--- src/rtl/mcpu_ctrl_unit.sv ---
// Multicycle MCPU control FSM: sequences one instruction at a time and drives
// every datapath control input as a Moore function of the current state.
module mcpu_ctrl_unit (
    input  logic        clk,
    input  logic        reset,
    input  logic [31:0] Inst,
    input  logic        zero,
    input  logic        MIO_ready,
    output logic        IorD,
    output logic        IRWrite,
    output logic [1:0]  RegDst,
    output logic        RegWrite,
    output logic [1:0]  MemtoReg,
    output logic        ALUSrcA,
    output logic [1:0]  ALUSrcB,
    output logic [1:0]  PCSource,
    output logic        PCWrite,
    output logic        PCWriteCond,
    output logic        Branch,
    output logic [3:0]  ALU_operation,
    output logic        MemRead,
    output logic        MemWrite,
    output logic        CPU_MIO,
    output logic [4:0]  state,
    output logic        illegal
);
    localparam logic [3:0] ALU_AND = 4'b0000;
    localparam logic [3:0] ALU_OR  = 4'b0001;
    localparam logic [3:0] ALU_ADD = 4'b0010;
    localparam logic [3:0] ALU_XOR = 4'b0011;
    localparam logic [3:0] ALU_NOR = 4'b0100;
    localparam logic [3:0] ALU_SUB = 4'b0110;
    localparam logic [3:0] ALU_SLT = 4'b0111;

    localparam logic [5:0] OP_R    = 6'b000000;
    localparam logic [5:0] OP_J    = 6'b000010;
    localparam logic [5:0] OP_JAL  = 6'b000011;
    localparam logic [5:0] OP_BEQ  = 6'b000100;
    localparam logic [5:0] OP_BNE  = 6'b000101;
    localparam logic [5:0] OP_ADDI = 6'b001000;
    localparam logic [5:0] OP_SLTI = 6'b001010;
    localparam logic [5:0] OP_ANDI = 6'b001100;
    localparam logic [5:0] OP_ORI  = 6'b001101;
    localparam logic [5:0] OP_LUI  = 6'b001111;
    localparam logic [5:0] OP_LW   = 6'b100011;
    localparam logic [5:0] OP_SW   = 6'b101011;
    localparam logic [5:0] F_JR    = 6'b001000;

    typedef enum logic [4:0] {
        S_IF  = 5'd0,  S_ID  = 5'd1,  S_MA  = 5'd2,  S_MR  = 5'd3,
        S_LW  = 5'd4,  S_MW  = 5'd5,  S_RX  = 5'd6,  S_RW  = 5'd7,
        S_BR  = 5'd8,  S_JMP = 5'd9,  S_JAL = 5'd10, S_JR  = 5'd11,
        S_IX  = 5'd12, S_IW  = 5'd13, S_LUI = 5'd14
    } state_t;

    state_t     st, id_next;
    logic [5:0] opcode, funct;
    logic [3:0] rx_op, ix_op;
    logic       r_legal, id_illegal;
    logic       unused_ok;

    assign opcode    = Inst[31:26];
    assign funct     = Inst[5:0];
    // The ALU zero flag and the operand fields are consumed by the datapath, not here.
    assign unused_ok = ^{zero, Inst[25:6]};

    always_comb begin
        rx_op   = ALU_ADD;
        r_legal = 1'b1;
        case (funct)
            6'b100000: rx_op = ALU_ADD;
            6'b100010: rx_op = ALU_SUB;
            6'b100100: rx_op = ALU_AND;
            6'b100101: rx_op = ALU_OR;
            6'b100110: rx_op = ALU_XOR;
            6'b100111: rx_op = ALU_NOR;
            6'b101010: rx_op = ALU_SLT;
            default:   r_legal = 1'b0;
        endcase
        case (opcode)
            OP_ANDI: ix_op = ALU_AND;
            OP_ORI:  ix_op = ALU_OR;
            OP_SLTI: ix_op = ALU_SLT;
            default: ix_op = ALU_ADD;
        endcase
    end

    always_comb begin
        id_next    = S_IF;
        id_illegal = 1'b0;
        case (opcode)
            OP_LW, OP_SW:  id_next = S_MA;
            OP_R: begin
                if (funct == F_JR)  id_next = S_JR;
                else if (r_legal)   id_next = S_RX;
                else                id_illegal = 1'b1;
            end
            OP_BEQ, OP_BNE: id_next = S_BR;
            OP_J:           id_next = S_JMP;
            OP_JAL:         id_next = S_JAL;
            OP_ADDI, OP_ANDI, OP_ORI, OP_SLTI: id_next = S_IX;
            OP_LUI:         id_next = S_LUI;
            default:        id_illegal = 1'b1;
        endcase
    end

    always_ff @(posedge clk or negedge reset) begin
        if (!reset) begin
            st <= S_IF;
        end else begin
            case (st)
                S_IF:    if (MIO_ready) st <= S_ID;
                S_ID:    st <= id_next;
                S_MA:    st <= (opcode == OP_LW) ? S_MR : S_MW;
                S_MR:    if (MIO_ready) st <= S_LW;
                S_MW:    if (MIO_ready) st <= S_IF;
                S_RX:    st <= S_RW;
                S_IX:    st <= S_IW;
                default: st <= S_IF;
            endcase
        end
    end

    // Outputs are gated by reset so nothing can write while the core is held.
    always_comb begin
        IorD = 1'b0; IRWrite = 1'b0; RegDst = 2'd0; RegWrite = 1'b0;
        MemtoReg = 2'd0; ALUSrcA = 1'b0; ALUSrcB = 2'd0; PCSource = 2'd0;
        PCWrite = 1'b0; PCWriteCond = 1'b0; Branch = 1'b0;
        ALU_operation = ALU_AND; MemRead = 1'b0; MemWrite = 1'b0; illegal = 1'b0;
        if (reset) begin
            case (st)
                S_IF: begin
                    MemRead = 1'b1; IRWrite = 1'b1; ALUSrcB = 2'd1;
                    ALU_operation = ALU_ADD; PCWrite = 1'b1;
                end
                S_ID: begin
                    ALUSrcB = 2'd3; ALU_operation = ALU_ADD; illegal = id_illegal;
                end
                S_MA: begin
                    ALUSrcA = 1'b1; ALUSrcB = 2'd2; ALU_operation = ALU_ADD;
                end
                S_MR:  begin IorD = 1'b1; MemRead = 1'b1; end
                S_LW:  begin MemtoReg = 2'd1; RegWrite = 1'b1; end
                S_MW:  begin IorD = 1'b1; MemWrite = 1'b1; end
                S_RX:  begin ALUSrcA = 1'b1; ALU_operation = rx_op; end
                S_RW:  begin RegDst = 2'd1; RegWrite = 1'b1; end
                S_BR: begin
                    ALUSrcA = 1'b1; ALU_operation = ALU_SUB; PCWriteCond = 1'b1;
                    PCSource = 2'd1; Branch = (opcode == OP_BEQ);
                end
                S_JMP: begin PCSource = 2'd2; PCWrite = 1'b1; end
                S_JAL: begin
                    PCSource = 2'd2; PCWrite = 1'b1; RegDst = 2'd2;
                    MemtoReg = 2'd3; RegWrite = 1'b1;
                end
                S_JR:  begin ALUSrcA = 1'b1; ALU_operation = ALU_ADD; PCWrite = 1'b1; end
                S_IX:  begin ALUSrcA = 1'b1; ALUSrcB = 2'd2; ALU_operation = ix_op; end
                S_IW:  RegWrite = 1'b1;
                S_LUI: begin MemtoReg = 2'd2; RegWrite = 1'b1; end
                default: ;
            endcase
        end
    end

    assign CPU_MIO = MemRead | MemWrite;
    assign state   = st;
endmodule
--- config.mk ---
export PLATFORM = sky130hd
export DESIGN_NAME = mcpu_ctrl_unit
export DESIGN_NICKNAME = d
export VERILOG_FILES = /design/src/rtl/mcpu_ctrl_unit.sv
export SDC_FILE = /design/constraint.sdc
export NUM_CORES = 1
export LEC_CHECK = 0
export CAP_MARGIN = 20
export CORE_ASPECT_RATIO = 0.7
export CORE_UTILIZATION = 29
export CTS_BUF_LIST = sky130_fd_sc_hd__clkbuf_8 sky130_fd_sc_hd__clkbuf_16
export CTS_CLUSTER_SIZE = 14
export DETAILED_ROUTE_END_ITERATION = 16
export PLACE_DENSITY = 0.73
export SYNTH_ARGS = -nofsm -noshare
export SYNTH_HDL_FRONTEND = slang
export SYNTH_SLANG_ARGS = --single-unit
--- constraint.sdc ---
create_clock -name clk -period 2.9 [get_ports clk]
set_clock_uncertainty 0.1 [all_clocks]
set_input_delay 0.435 -clock clk [delete_from_list [all_inputs] [get_ports clk]]
set_output_delay 0.435 -clock clk [all_outputs]
set_load 0.02 [all_outputs]
# After elaboration in Yosys (flattened, before gate mapping)
# Index checks and enable logic that the tools add are counted.
[word_totals] ff_bits=5 inputBits=36 out_inout_bits=28 wordCells=98
[classes] eq_ne=36 mux=44 bitwise=1 n_reduce_logical=16
[op_table] cell="equality test 6 bit, second input constant" count=9
[op_table] cell="equality test 6 x 4 -> 1 bit, second input constant" count=6
[op_table] cell="equality test 5 x 4 -> 1 bit, second input constant" count=7
[op_table] cell="case mux 5 bit (7 select lines)" count=1
[op_table] cell="case mux 4 bit (7 select lines)" count=1
[op_table] cell="2-to-1 mux 1 bit" count=23
[op_table] cell="equality test 5 x 3 -> 1 bit, second input constant" count=4
[op_table] cell="case mux 3 bit (6 select lines)" count=1
[op_table] cell="case mux 4 bit (4 select lines)" count=1
[op_table] cell="2-to-1 mux 5 bit" count=3
[op_table] cell="equality test 6 x 2 -> 1 bit, second input constant" count=2
[op_table] cell="equality test 6 x 3 -> 1 bit, second input constant" count=2
[op_table] cell="case mux 2 bit (3 select lines)" count=2
[op_table] cell="OR reduction 2 bit" count=6
[op_table] cell="OR reduction 4 bit" count=3
[op_table] cell="OR reduction 11 bit" count=1
[op_table] cell="equality test 5 x 2 -> 1 bit, second input constant" count=2
[op_table] cell="OR reduction 5 bit" count=2
[op_table] cell="case mux 3 bit (3 select lines)" count=1
[op_table] cell="2-to-1 mux 2 bit" count=4
[op_table] cell="2-to-1 mux 4 bit" count=2
[op_table] cell="case mux 2 bit (2 select lines)" count=2
[op_table] cell="OR reduction 7 bit" count=1
[op_table] cell="zero test 6 bit" count=1
[op_table] cell="other kinds (7)" count=10

# Depth between registers and ports, before layout
# Gate-level depths: netlist of the first run.
[depth] word_depth=8 depth_mapped=6 mapped_depth_nobuf=5

# Worst setup path before layout of the first run
# No wires, ideal clock.
[synth_path] kind="input port to output port" from="in Inst[29]" to="out illegal" t_arrival_ns=2.050 required_ns=2.365 path_slack_ns=0.315 path_stages=6 n_path_buf=1 cell_sequence="buf_2 -> nand2_1 -> nand2_1 -> a21oi_1 -> o21ai_0 -> a2111oi_0"
[synth_between] elab_chain_cells=5 word_cells_on_any_way=16 classes_between="11 x eq/ne; 3 x mux; 2 x reduce/logical"
[synth_lines] element="start, declared" line_no="6" text="input logic [31:0] Inst,"
[synth_lines] element="equality test 6 bit, or another cell as far along" line_no="91" text="case (opcode)"
[synth_lines] element="OR reduction 11 bit (no source line)"
[synth_lines] element="case mux 1 bit (2 select lines) (*)" line_no="91"
[synth_lines] element="2-to-1 mux 1 bit (*)" line_no="131" text="case (st)"
[synth_lines] element="2-to-1 mux 1 bit (*)" line_no="130" text="if (reset) begin"
[synth_lines] element="end, declared" line_no="25" text="output logic illegal"
# Every way passes the cells marked *; elsewhere a longest branch is shown, timed or not.

# Worst setup path after layout of the first run
[layout_path] from="in Inst[27]" to="out Branch"
[layout_between] elab_chain_cells=3
[layout_lines] element="equality test 6 x 3 -> 1 bit" line_no="149" text="PCSource = 2'd1; Branch = (opcode == OP_BEQ);"
[layout_lines] element="2-to-1 mux 1 bit" line_no="131"
[layout_lines] element="2-to-1 mux 1 bit" line_no="130"
[layout_lines] element="end, declared" line_no="19" text="output logic Branch,"
# Every way passes these cells.

==> flow_summary.ini, run 1 <==
[synth]
netlist.area_leader.share = 0.101
synth.distinct_cells = 48
ys_seq_elements = 4
synth_edf_count = 0
yosys_warnings = 0
synth_flop_cell = dfrtp_1
synth_area_per_cell_um2 = 6.44
async_reset_ff_frac = 1.00
yosysTopAreaCell = dfrtp_1
ys_seq_area_frac = 0.101
synth.area.top_cells = dfrtp_1 10%, nand2_1 6.1%, nor2_1 6.1%
synth_area_um2 = 992
synthCells = 154

[floorplan]
die_h_um = 50.9
start_util = 0.309
pin_count = 64
die_x_um = 71.9
core-area_mm2 = 0.00321
dieArea_mm2 = 0.00366
rows = 17

[route]
vias = 1401
wl_per_cell_um = 13.3
totalWireLength_mm = 3.57
drc = 0
vias_per_cell = 5.21
antenna_left = 0
drt_first_pass_iters = 4
drtIter0Drc = 54

[layout]
area_delta_synth_final_pct = 72.4
final_nets = 260
largest_reg_flops = 4
num_antenna_cells = 0
drive_above_1_share = 0.225
most-common-layout-cells = 37 x buf_4, 35 x clkdlybuf4s50_1, 16 x nand2_1
final_common_cell = buf_4

[clock_tree]
clock_latency_ns = 0.22
cts_buffer_depth = 2
cts_tree = yes
numCtsBuffers = 3
cts_max_level = 1
cts_sinks = 4
clockRootBuffer = clkbuf_8
clk_pin_slew_ns = 0.03

[sta]
post-route-period-util = 0.963
min_period_ns = 2.79
fmax_mhz = 358
slew_headroom = 0.643
fin_tns_setup_ns = 0
rsz0062_at_grt = false
finalMaxSlewViolations = 0
setup_violations = 0
hold_violations = 0
setup_slack_ns = 0.106
tightest_slew_ns = 0.522

[placement]
numPortBuffers = 40
hpwl_mm = 2.79
dp_worst_setup_slack_ns = -0.293
place_congestion = 0.871

[critical_path]
crit_family = buffers and inverters
max_stage_delay_ns = 0.61
path_cells = clkdlybuf4s50_1 -> buf_4 -> nor2b_1 -> buf_4 -> and4_1 -> clkdlybuf4s50_1
cp.arrival_ns = 2.26
cp_num_buf_inv = 4
reg2reg_from = state[0]$_DFFE_PN0P_
cpMaxStageDelayCell = clkdlybuf4s50_1
critPathKind = in2out
ff2ff_path_depth = 5
rrSetupSlack_ns = 1.09
path_depth = 6
reg2reg_to = state[0]$_DFFE_PN0P_
cp_max_fo = 11
setup.worst_path.start_class = primary input
end_kind = output port
required_ns = 2.37

[pwr]
total_power_mw = 0.377
leakagePower_nw = 0.726
ir_drop_v = 0.000184
p_per_area_mw_per_mm2 = 220

[grt]
met3_usage = 0.0572
top_usage_layer = met2
grt_max_degree = 15
grt_use_met1 = 0.276
grt_pass1_vias = 1340
track_usage = 0.212
grt_overflow = 0
grt_pass1_wl_mm = 6.10
antenna_found_initial = 0
met2_usage = 0.341

[job]
maxCapViolCount = 0

[outcome]
outcome = finished clean

[min_path]
hp-class = in2async
==> worst max path at each step <==
stage	start	end
after global routing	reset	CPU_MIO
after floorplan	Inst[29]	illegal
after detailed placement	Inst[29]	illegal
after CTS	Inst[2]	illegal
after global placement	Inst[29]	illegal
final	Inst[27]	Branch
==> where the power goes <==
| group | switching [mW] | internal, mW | total (mW) |
|---|---|---|---|
| Sequential | 0.00543 | 0.0582 | 0.0636 |
| Clock | 0.0332 | 0.0888 | 0.122 |
| Combinational | 0.0971 | 0.0939 | 0.191 |
==> synthesized netlist by cell type (2+ instances only) <==
cell       instances
a21boi_0           2
a31oi_1            4
inv_1              8
xnor2_1            2
o21ai_0           10
a21oi_1           10
nor2b_1            8
nor2_1            16
a2111oi_0          2
dfrtp_1            4
o22ai_1            2
buf_4              5
nand2b_1           8
buf_1              2
buf_2              5
nor3_1             8
and3_1             3
nand3_1            2
and2_1             4
nand2_1           16
o221ai_1           4
nor4_1             2
nand4_1            2
==> cell families after synthesis <==
kind of cell | Yosys count | synth area share
and+or+nand+nor | 76 | 0.397
AOI/OAI and AO/OA | 48 | 0.363
buffers and inverters | 22 | 0.108
DFF | 4 | 0.101
xor gates and xnor gates | 3 | 0.0265
other | 1 | 0.00378
==> what timing repair did <==
item                                    4_1_cts  5_1_grt
resized for setup                             7        6
buffers inserted                              0        1
endpoints found under the setup margin        4        2
hold buffers                                  0        0
pin swaps                                     0        3
hold endpoints to repair                      0        0
==> final cells by class <==
| type | instances | area, um^2 |
|---|---|---|
| multi-input cells | 129 | 803 |
| well taps | 47 | 58.8 |
| clock buffers | 3 | 41.3 |
| fillers | 314 | 1500 |
| repair buffers | 77 | 672 |
| flip-flops and latches | 4 | 101 |
| inverters | 9 | 33.8 |
==> per-layer routing <==
layer	share of wire	wire, um	up-vias
met2	0.45	1590	51
met5	0	0	-
met3	0.070	249	6
li1	-	-	692
met4	0.011	40	0
met1	0.47	1690	652
==> through the flow <==
step	cell area (um^2)	hold WS [ns]	instances	utilization
finish	1710	0.409	269	0.533
global placement	1650	0.581	265	0.514
floorplan	996	0.0394	155	-
global route	1710	0.436	269	0.533
CTS	1700	0.412	268	0.529
detailed placement	1650	0.604	265	0.514
Power figures use the tool's default switching activity.
==> run 2, diff against run 1 <==
--- a/config.mk
+++ b/config.mk
@@ -9,6 +9,7 @@
 export CORE_ASPECT_RATIO = 0.7
 export CORE_UTILIZATION = 29
 export CTS_BUF_LIST = sky130_fd_sc_hd__clkbuf_8 sky130_fd_sc_hd__clkbuf_16
+export CTS_CLUSTER_DIAMETER = 30
 export CTS_CLUSTER_SIZE = 14
 export DETAILED_ROUTE_END_ITERATION = 16
 export PLACE_DENSITY = 0.73
==> results of run 2 <==
The final DEF is identical to that of run 1; final timing and power are the same.
